**src/rtl/cart_mapper_pkg.sv**
```systemverilog
// Shared types and constants for the bank-switching cartridge mapper.
// The unlock key sequence lives here so the FSM and the top agree on it.
package cart_mapper_pkg;

   typedef enum logic [1:0] {LOCKED, ARM, UNLOCKED} unlock_state_e;

   localparam logic [7:0] UNLOCK_KEY1 = 8'h55;
   localparam logic [7:0] UNLOCK_KEY2 = 8'hAA;
   localparam logic [7:0] RELOCK_KEY  = 8'h00;
   localparam logic [3:0] UNLOCK_PAGE = 4'h5;
   localparam logic [2:0] WINDOW_BASE = 3'b010;

   localparam int unsigned ADDR_W = 25;

endpackage

```
**src/rtl/cart_sram_unlock.sv**
```systemverilog
// SRAM write-protect unlock sequencer: 0x55, 0xAA unlocks, 0x00 relocks.
// With UNLOCK_EN=0 the FSM is not built and SRAM is never protected.
module cart_sram_unlock
   import cart_mapper_pkg::*;
#(
   parameter int unsigned UNLOCK_EN = 1
) (
   input  logic       clk,
   input  logic       reset,
   input  logic       wr_evt,
   input  logic [7:0] din,
   input  logic       hit,
   output logic       sram_wp
);

   if (UNLOCK_EN != 0) begin : g_fsm
      unlock_state_e state_q, state_d;

      always_ff @(posedge clk or posedge reset) begin
         if (reset) state_q <= LOCKED;
         else       state_q <= state_d;
      end

      always_comb begin
         state_d = state_q;
         if (wr_evt && hit) begin
            unique case (state_q)
               LOCKED:   state_d = (din == UNLOCK_KEY1) ? ARM : LOCKED;
               ARM: begin
                  if (din == UNLOCK_KEY2)      state_d = UNLOCKED;
                  else if (din == UNLOCK_KEY1) state_d = ARM;
                  else                         state_d = LOCKED;
               end
               UNLOCKED: state_d = (din == RELOCK_KEY) ? LOCKED : UNLOCKED;
               default:  state_d = LOCKED;
            endcase
         end
      end

      // reset term makes sram_we drop combinationally during a reset pulse
      always_comb begin
         sram_wp = reset || (state_q != UNLOCKED);
      end
   end else begin : g_open
      assign sram_wp = 1'b0;
   end

endmodule

```
**src/rtl/cart_sram_mapper.sv**
```systemverilog
// 8 KB-window bank mapper from 0x4000 with battery SRAM pages, a write-edge
// detector so held writes act once, and an unlock-gated SRAM write enable.
module cart_sram_mapper
   import cart_mapper_pkg::*;
#(
   parameter int unsigned BANKS        = 4,
   parameter int unsigned BANK_BITS    = 6,
   parameter int unsigned SRAM_SEL_BIT = 4,
   parameter int unsigned FIXED_BANK0  = 1,
   parameter int unsigned SRAM_WR_ANY  = 0,
   parameter int unsigned UNLOCK_EN    = 1
) (
   input  logic              clk,
   input  logic              reset,
   input  logic [15:0]       cpu_addr,
   input  logic [7:0]        din,
   input  logic              cpu_mreq,
   input  logic              cpu_wr,
   input  logic              cs,
   output logic [ADDR_W-1:0] mem_addr,
   output logic              sram_cs,
   output logic              sram_we,
   output logic              sram_wp
);

   localparam logic [ADDR_W-1:0] ROM_MASK = ADDR_W'((1 << SRAM_SEL_BIT) - 1);

   logic                 wr_now, wr_prev, wr_evt;
   logic [2:0]           page, win;
   logic                 in_range, unlock_hit, is_sram, wr_win_ok;
   logic [BANK_BITS-1:0] bank [BANKS];
   logic [BANK_BITS-1:0] sel_bank;
   logic [ADDR_W-1:0]    wide, sram_off, rom_off;

   assign wr_now = cs && cpu_mreq && cpu_wr;
   assign wr_evt = wr_now && !wr_prev;

   // wr_prev resets high so a write held across reset release is ignored
   always_ff @(posedge clk or posedge reset) begin
      if (reset) wr_prev <= 1'b1;
      else       wr_prev <= wr_now;
   end

   assign page       = cpu_addr[15:13];
   assign win        = page - WINDOW_BASE;
   assign in_range   = (page >= WINDOW_BASE) && (32'(win) < BANKS);
   assign unlock_hit = (cpu_addr[15:12] == UNLOCK_PAGE);

   for (genvar i = 0; i < BANKS; i++) begin : g_bank
      if (i == 0 && FIXED_BANK0 != 0) begin : g_fixed
         assign bank[i] = '0;
      end else begin : g_reg
         logic [BANK_BITS-1:0] bank_q;
         logic                 bank_we;

         assign bank_we = wr_evt && in_range && (32'(win) == i) && !cpu_addr[12];

         always_ff @(posedge clk or posedge reset) begin
            if (reset)        bank_q <= BANK_BITS'(i);
            else if (bank_we) bank_q <= din[BANK_BITS-1:0];
         end

         assign bank[i] = bank_q;
      end
   end

   always_comb begin
      sel_bank = '0;
      for (int i = 0; i < BANKS; i++) begin
         if (32'(win) == i) sel_bank = bank[i];
      end
   end

   always_comb begin
      wide     = ADDR_W'(sel_bank);
      is_sram  = in_range && sel_bank[SRAM_SEL_BIT];
      // SRAM page keeps only 4 KB, mirrored across the 8 KB window
      sram_off = ((wide >> (SRAM_SEL_BIT + 1)) << 12) | ADDR_W'(cpu_addr[11:0]);
      rom_off  = ((wide & ROM_MASK) << 13) | ADDR_W'(cpu_addr[12:0]);
      if (!in_range)    mem_addr = '0;
      else if (is_sram) mem_addr = sram_off;
      else              mem_addr = rom_off;
   end

   assign wr_win_ok = (SRAM_WR_ANY != 0) || (32'(win) == BANKS - 1);
   assign sram_cs   = cs && is_sram;
   assign sram_we   = sram_cs && cpu_mreq && cpu_wr && cpu_addr[12] && wr_win_ok &&
                      !unlock_hit && !sram_wp;

   cart_sram_unlock #(
      .UNLOCK_EN (UNLOCK_EN)
   ) u_unlock (
      .clk     (clk),
      .reset   (reset),
      .wr_evt  (wr_evt),
      .din     (din),
      .hit     (unlock_hit),
      .sram_wp (sram_wp)
   );

endmodule

```
**config.mk**
```make
export PLATFORM = sky130hd
export DESIGN_NAME = cart_sram_mapper
export DESIGN_NICKNAME = d
export VERILOG_FILES = /design/src/rtl/cart_mapper_pkg.sv /design/src/rtl/cart_sram_unlock.sv /design/src/rtl/cart_sram_mapper.sv
export SDC_FILE = /design/constraint.sdc
export NUM_CORES = 1
export LEC_CHECK = 0
export CORE_UTILIZATION = 36
export CTS_BUF_LIST = sky130_fd_sc_hd__clkbuf_2 sky130_fd_sc_hd__clkbuf_4 sky130_fd_sc_hd__clkbuf_8
export CTS_CLUSTER_DIAMETER = 60
export DETAILED_ROUTE_END_ITERATION = 12
export PLACE_DENSITY = 0.76
export SYNTH_ARGS = -nofsm -noshare
export SYNTH_HDL_FRONTEND = slang
export SYNTH_SLANG_ARGS = --single-unit
```
**constraint.sdc**
```tcl
create_clock -name clk -period 1.73 [get_ports clk]
set_clock_uncertainty 0.05 [all_clocks]
set_input_delay 0.346 -clock clk [delete_from_list [all_inputs] [get_ports clk]]
set_output_delay 0.346 -clock clk [all_outputs]
set_load 0.05 [all_outputs]
```
Word level (Yosys, flattened, before mapping)
Cells that the tools add are included.

word-level totals
  register bits after elaboration = 21
  bits of input ports = 29
  output and inout bits = 28
  word-level logic and storage cells = 55

cells by class
  add/sub/neg operators = 1
  magnitude comparators = 2
  eq/ne operators = 9
  mux-type cells = 9
  bitwise operators = 2
  reductions and logical operators = 27

operator list
  operator                                             number
  2-to-1 mux 25 bit                                    2
  logical AND 1 bit                                    20
  2-to-1 mux 6 bit                                     3
  bitwise OR 17 x 13 -> 17 bit                         1
  bitwise OR 13 x 12 -> 13 bit                         1
  equality test 8 x 7 -> 1 bit, second input constant  1
  equality test 8 bit, second input constant           1
  zero test 8 bit                                      1
  equality test 3 x 2 -> 1 bit, second input constant  2
  one-hot mux 2 bit (3 select lines)                   1
  equality test 4 x 3 -> 1 bit, second input constant  1
  zero test 1 bit                                      4
  2-to-1 mux 2 bit                                     2
  equality test 3 x 1 -> 1 bit, second input constant  1
  >= comparator 3 x 2 -> 1 bit, second input constant  1
  < comparator 3 bit, second input constant            1
  subtractor 3 x 2 -> 3 bit, second input constant     1
  equality test 2 x 1 -> 1 bit, second input constant  1
  equality test 2 bit, second input constant           1
  zero test 2 bit                                      1
  inequality test 2 bit, second input constant         1
  logical OR 1 bit                                     1
  2-to-1 mux 1 bit                                     1

Depth between registers and ports, before layout
  depth in word-level cells = 13
  mapped depth = 6
  gate-level depth less buffers = 5

By module
From an unflattened synthesis, not the netlist that was laid out.

unflattened totals
  cells, all modules = 116
  area, all modules = 1328.8 sq um

modules (own cells, without submodules)
  module            instances  cells an instance  area an instance (sq um)  seq. area each (sq um)
  cart_sram_mapper  1          99                 1189.9                    481.7
  cart_sram_unlock  1          17                 138.9                     50.0

Least setup slack after synthesis
OpenSTA, ideal clock, no wires.

  kind = input to output
  start = input cpu_addr[15]
  end = output sram_we
  arrival time = 2.545 ns
  setup slack = -1.211 ns
  cell stages on the path = 5
  path buffers = 0
  cell sequence = inv_1 > ha_1 > nor2_1 > nand2_1 > nor4_1

between the ends
  cells in the longest elaborated chain, start to end = 13
  elaborated cells between the ends (all ways) = 20

RTL lines
  element                         RTL line                text
  start, declared                 cart_sram_mapper.sv:15  input logic [15:0] cpu_addr,
  subtractor 3 x 2 -> 3 bit       cart_sram_mapper.sv:45  assign win = page - WINDOW_BASE;
  equality test 3 x 1 -> 1 bit    cart_sram_mapper.sv:70  if (32'(win) == i) sel_bank = bank[i];
  2-to-1 mux 6 bit (3 in a row)   cart_sram_mapper.sv:70
  logical AND 1 bit               cart_sram_mapper.sv:76  is_sram = in_range && sel_bank[SRAM_SEL_BIT];
  logical AND 1 bit               cart_sram_mapper.sv:86  assign sram_cs = cs && is_sram;
  logical AND 1 bit (4 in a row)  cart_sram_mapper.sv:87  assign sram_we = sram_cs && cpu_mreq && cpu_wr && cpu_addr[12] && wr_win_ok &&
  logical AND 1 bit (*)           cart_sram_mapper.sv:87
  logical AND 1 bit (*)           cart_sram_mapper.sv:88  !unlock_hit && !sram_wp;
  end, declared                   cart_sram_mapper.sv:22  output logic sram_we,

Mark *: on every way between the ends. The rest lies on a longest branch, timed or not.

Worst setup path in the final report
  start = register g_bank[3].g_reg.bank_q[4]
  end = output mem_addr[12]

between the ends
  cells in the longest elaborated chain, start to end = 4

RTL lines
  element                 RTL line                text
  start, declared         cart_sram_mapper.sv:53  logic [BANK_BITS-1:0] bank_q;
  start signal, assigned  cart_sram_mapper.sv:59  if (reset) bank_q <= BANK_BITS'(i);
  start signal, assigned  cart_sram_mapper.sv:60  else if (bank_we) bank_q <= din[BANK_BITS-1:0];
  2-to-1 mux 6 bit        cart_sram_mapper.sv:70
  logical AND 1 bit       cart_sram_mapper.sv:76
  2-to-1 mux 25 bit       cart_sram_mapper.sv:81  else if (is_sram) mem_addr = sram_off;
  2-to-1 mux 25 bit       cart_sram_mapper.sv:80  if (!in_range) mem_addr = '0;
  end, declared           cart_sram_mapper.sv:20  output logic [ADDR_W-1:0] mem_addr,

No other way between the ends.

==> flow_summary.json <==
{
  "final_nets": 219,
  "hpwl_um": 2720,
  "synth_largest_area_cell": "dfrtp_1",
  "cap_violations": 0,
  "reg2reg_slack_ns": 0.22,
  "start_util_pct": 38.9,
  "timing.fmax_ghz": 0.508,
  "failed_checks": "setup timing",
  "cts_tree": "yes",
  "synth_cell_types": 29,
  "ant_nets": 0,
  "rsz0062_at_grt": "true",
  "gr-total-overflow": 0,
  "yosys_register_bits": 21,
  "synthCells": 117,
  "fin_setup_tns_ns": -1.49,
  "power_mw": 1.47,
  "clock_insertion_delay_worst_skew_ns": 0.30,
  "die_w_um": 60.4,
  "yosysTopAreaCellShare_pct": 32.7,
  "wire_per_inst_um": 15.2,
  "cts_buffer_depth": 2,
  "gp_congestion": 0.796,
  "dr.pass1.iters": 4,
  "syn_to_final_growth_pct": 92.8,
  "port_buffers": 48,
  "syn_area_sq_um": 1230,
  "grt_pass1_wl_um": 5400,
  "cp_cell_sequence": "mux2i_2 > a2bb2oi_4 > nor2b_4 > nor3_4 > buf_6",
  "cts_root_buf": "clkbuf_4",
  "finalCriticalPeriod_ns": 1.97,
  "postCtsHoldBufs": 0,
  "track_usage_pct": 20.6,
  "power_density_nw_per_um2": 621,
  "slowest_delay_ns": 0.41,
  "dr.first_iter.drc_count": 7,
  "crit_arrival_ns": 1.57,
  "grt_max_degree": 22,
  "cts_buffers": 3,
  "ys_warn_count": 0,
  "cp_max_fo": 4,
  "end_kind": "output pin",
  "slowest_stage": "dfrtp_1",
  "via_count": 1121,
  "min_path_type": "input pin to asynchronous set/reset pin",
  "vias_per_cell": 4.83,
  "setup_slack_ns": -0.237,
  "die_area_sq_um": 3640,
  "row_count": 20,
  "die_h_um": 60.4,
  "outcome": "complete, but fails checks",
  "antenna_cells": 0,
  "hold_viol": 0,
  "numClockSinks": 21,
  "p_leak_nw": 1.11,
  "grt_pass1_vias": 1133,
  "pin_count": 57,
  "yosysSeqAreaShare_pct": 43.4,
  "htree_levels": 1,
  "antenna_found_initial": 0,
  "cp-start-kind": "register",
  "netlist_top_cells_area": "dfrtp_1 (33%), mux2_2 (17%), dfstp_2 (11%)",
  "final_area_sq_um": 2360,
  "required_ns": 1.33,
  "drv_slew": 0,
  "drc_errors": 0,
  "period_share_pct": 114,
  "drive_gt1_share_pct": 55.9,
  "drt-total-wl_um": 3530,
  "syn_avg_cell_area_sq_um": 10.5,
  "core_area_sq_um": 3150,
  "fill_cells": 221,
  "clk_pin_slew_worst_paths_ns": 0.11,
  "placed_cell_area_sq_um": 2170,
  "setup_viol": 7,
  "hold_ws_ns": 0.372,
  "path_class": "register to output pin",
  "peakVddDrop_v": 0.000570
}
## final cells by class
class | instances | area, sq um | area share, %
well taps | 44 | 55.1 | 2.33
flip-flops and latches | 21 | 532 | 22.5
repair buffers | 72 | 891 | 37.7
inverters | 2 | 7.51 | 0.318
clock buffers | 4 | 30.0 | 1.27
multi-input cells | 89 | 848 | 35.9
## registers in the layout, indices dropped and copies added, names as in the netlist
signal and cells:
g_bank.g_reg.bank_q 18, u_unlock.g_fsm.state_q 2, wr_prev 1
## synthesized netlist by cell type
cell / instances
mux2_2: 18
dfrtp_1: 16
nor2b_1: 13
nor2_1: 12
buf_4: 8
mux2i_1: 6
a21oi_1: 5
dfstp_2: 5
nand2_1: 5
nor4_1: 3
o21ai_0: 3
and4b_1: 2
clkbuf_1: 2
inv_1: 2
nand3_1: 2
nand4_1: 2
a211oi_1: 1
a2bb2oi_1: 1
and2_1: 1
and3_2: 1
buf_2: 1
clkbuf_2: 1
conb_1: 1
ha_1: 1
nand2b_1: 1
nand3b_2: 1
nor3_1: 1
nor3b_1: 1
nor4b_4: 1
## per-layer routing
| layer | global-route usage, % | routed length (um) | up-vias |
|---|---|---|---|
| met1 | 24.1 | 1410 | 533 |
| met5 | 0 | 0 | - |
| met2 | 39.1 | 1880 | 44 |
| li1 | - | - | 542 |
| met3 | 2.77 | 224 | 2 |
| met4 | 5.65 | 24 | 0 |
## critical path: cells and delay by family (launching register included)
kind | cells | cell delay [ns]
compound gates | 1 | 0.24
buf+inv | 1 | 0.15
flops | 1 | 0.41
mux | 1 | 0.21
simple gates | 2 | 0.25
## power by group
part           total (mW)  internal (mW)  switching, mW
logic               0.650          0.324          0.326
registers           0.573          0.545         0.0281
clock network       0.245          0.106          0.140
## timing repair
action | in CTS | in global routing
buffers inserted | 4 | 1
setup endpoints to repair | 37 | 29
cloned | 1 | 0
resized for setup | 28 | 11
pin swaps | 8 | 4
## per-stage QoR
stage	instances	util [%]	setup slack, ns
after global placement	222	69.0	-0.559
after CTS	231	73.3	-0.276
after floorplan	124	-	-0.156
after detailed placement	222	69.0	-0.588
final	232	75.0	-0.237
after global routing	232	75.0	-0.320
## cells in the final DEF, fill, tap and decap left out, types with 3 or more instances in the layout
cell type,netlist,routed
clkdlybuf4s50_1,0,22
nor2b_1,13,3
buf_4,8,19
conb_1,1,8
o21ai_0,3,3
nor2_1,12,7
buf_6,0,4
mux2i_1,6,5
nor2_4,0,5
dfrtp_1,16,16
buf_12,0,20
a21oi_1,5,5
dfstp_2,5,5
nor2b_4,0,8
clkbuf_4,0,4
mux2_2,18,17
nand2_2,0,3
## path summary, 6_finish.rpt
path	startpoint	depth (start not counted)	endpoint
setup reg to reg	wr_prev$_DFF_PP1_	4	g_bank[2].g_reg.bank_q[2]$_DFFE_PP0P_
max in group asynchronous	reset	3	wr_prev$_DFF_PP1_
hold / removal	reset	3	g_bank[1].g_reg.bank_q[2]$_DFFE_PP0P_
min in group clk	g_bank[3].g_reg.bank_q[2]$_DFFE_PP0P_	1	g_bank[3].g_reg.bank_q[2]$_DFFE_PP0P_
hold reg to reg	g_bank[3].g_reg.bank_q[2]$_DFFE_PP0P_	1	g_bank[3].g_reg.bank_q[2]$_DFFE_PP0P_
setup / recovery	g_bank[3].g_reg.bank_q[4]$_DFFE_PP0P_	5	mem_addr[12]
## cells by family (layout without fill, tap and decap cells)
group                    after synthesis  after routing  share of synthesized area [%]
AO/OA/AOI/OAI                         10             10                           4.59
adder cells (fa/ha/maj)                1              1                           1.02
buffers and inverters                 14             78                           6.94
flip-flops                            21             21                           43.4
multiplexers                          24             24                           21.4
other                                  1              8                          0.306
AND/OR/NAND/NOR                       46             46                           22.3
Power figures use the tool's default switching activity.
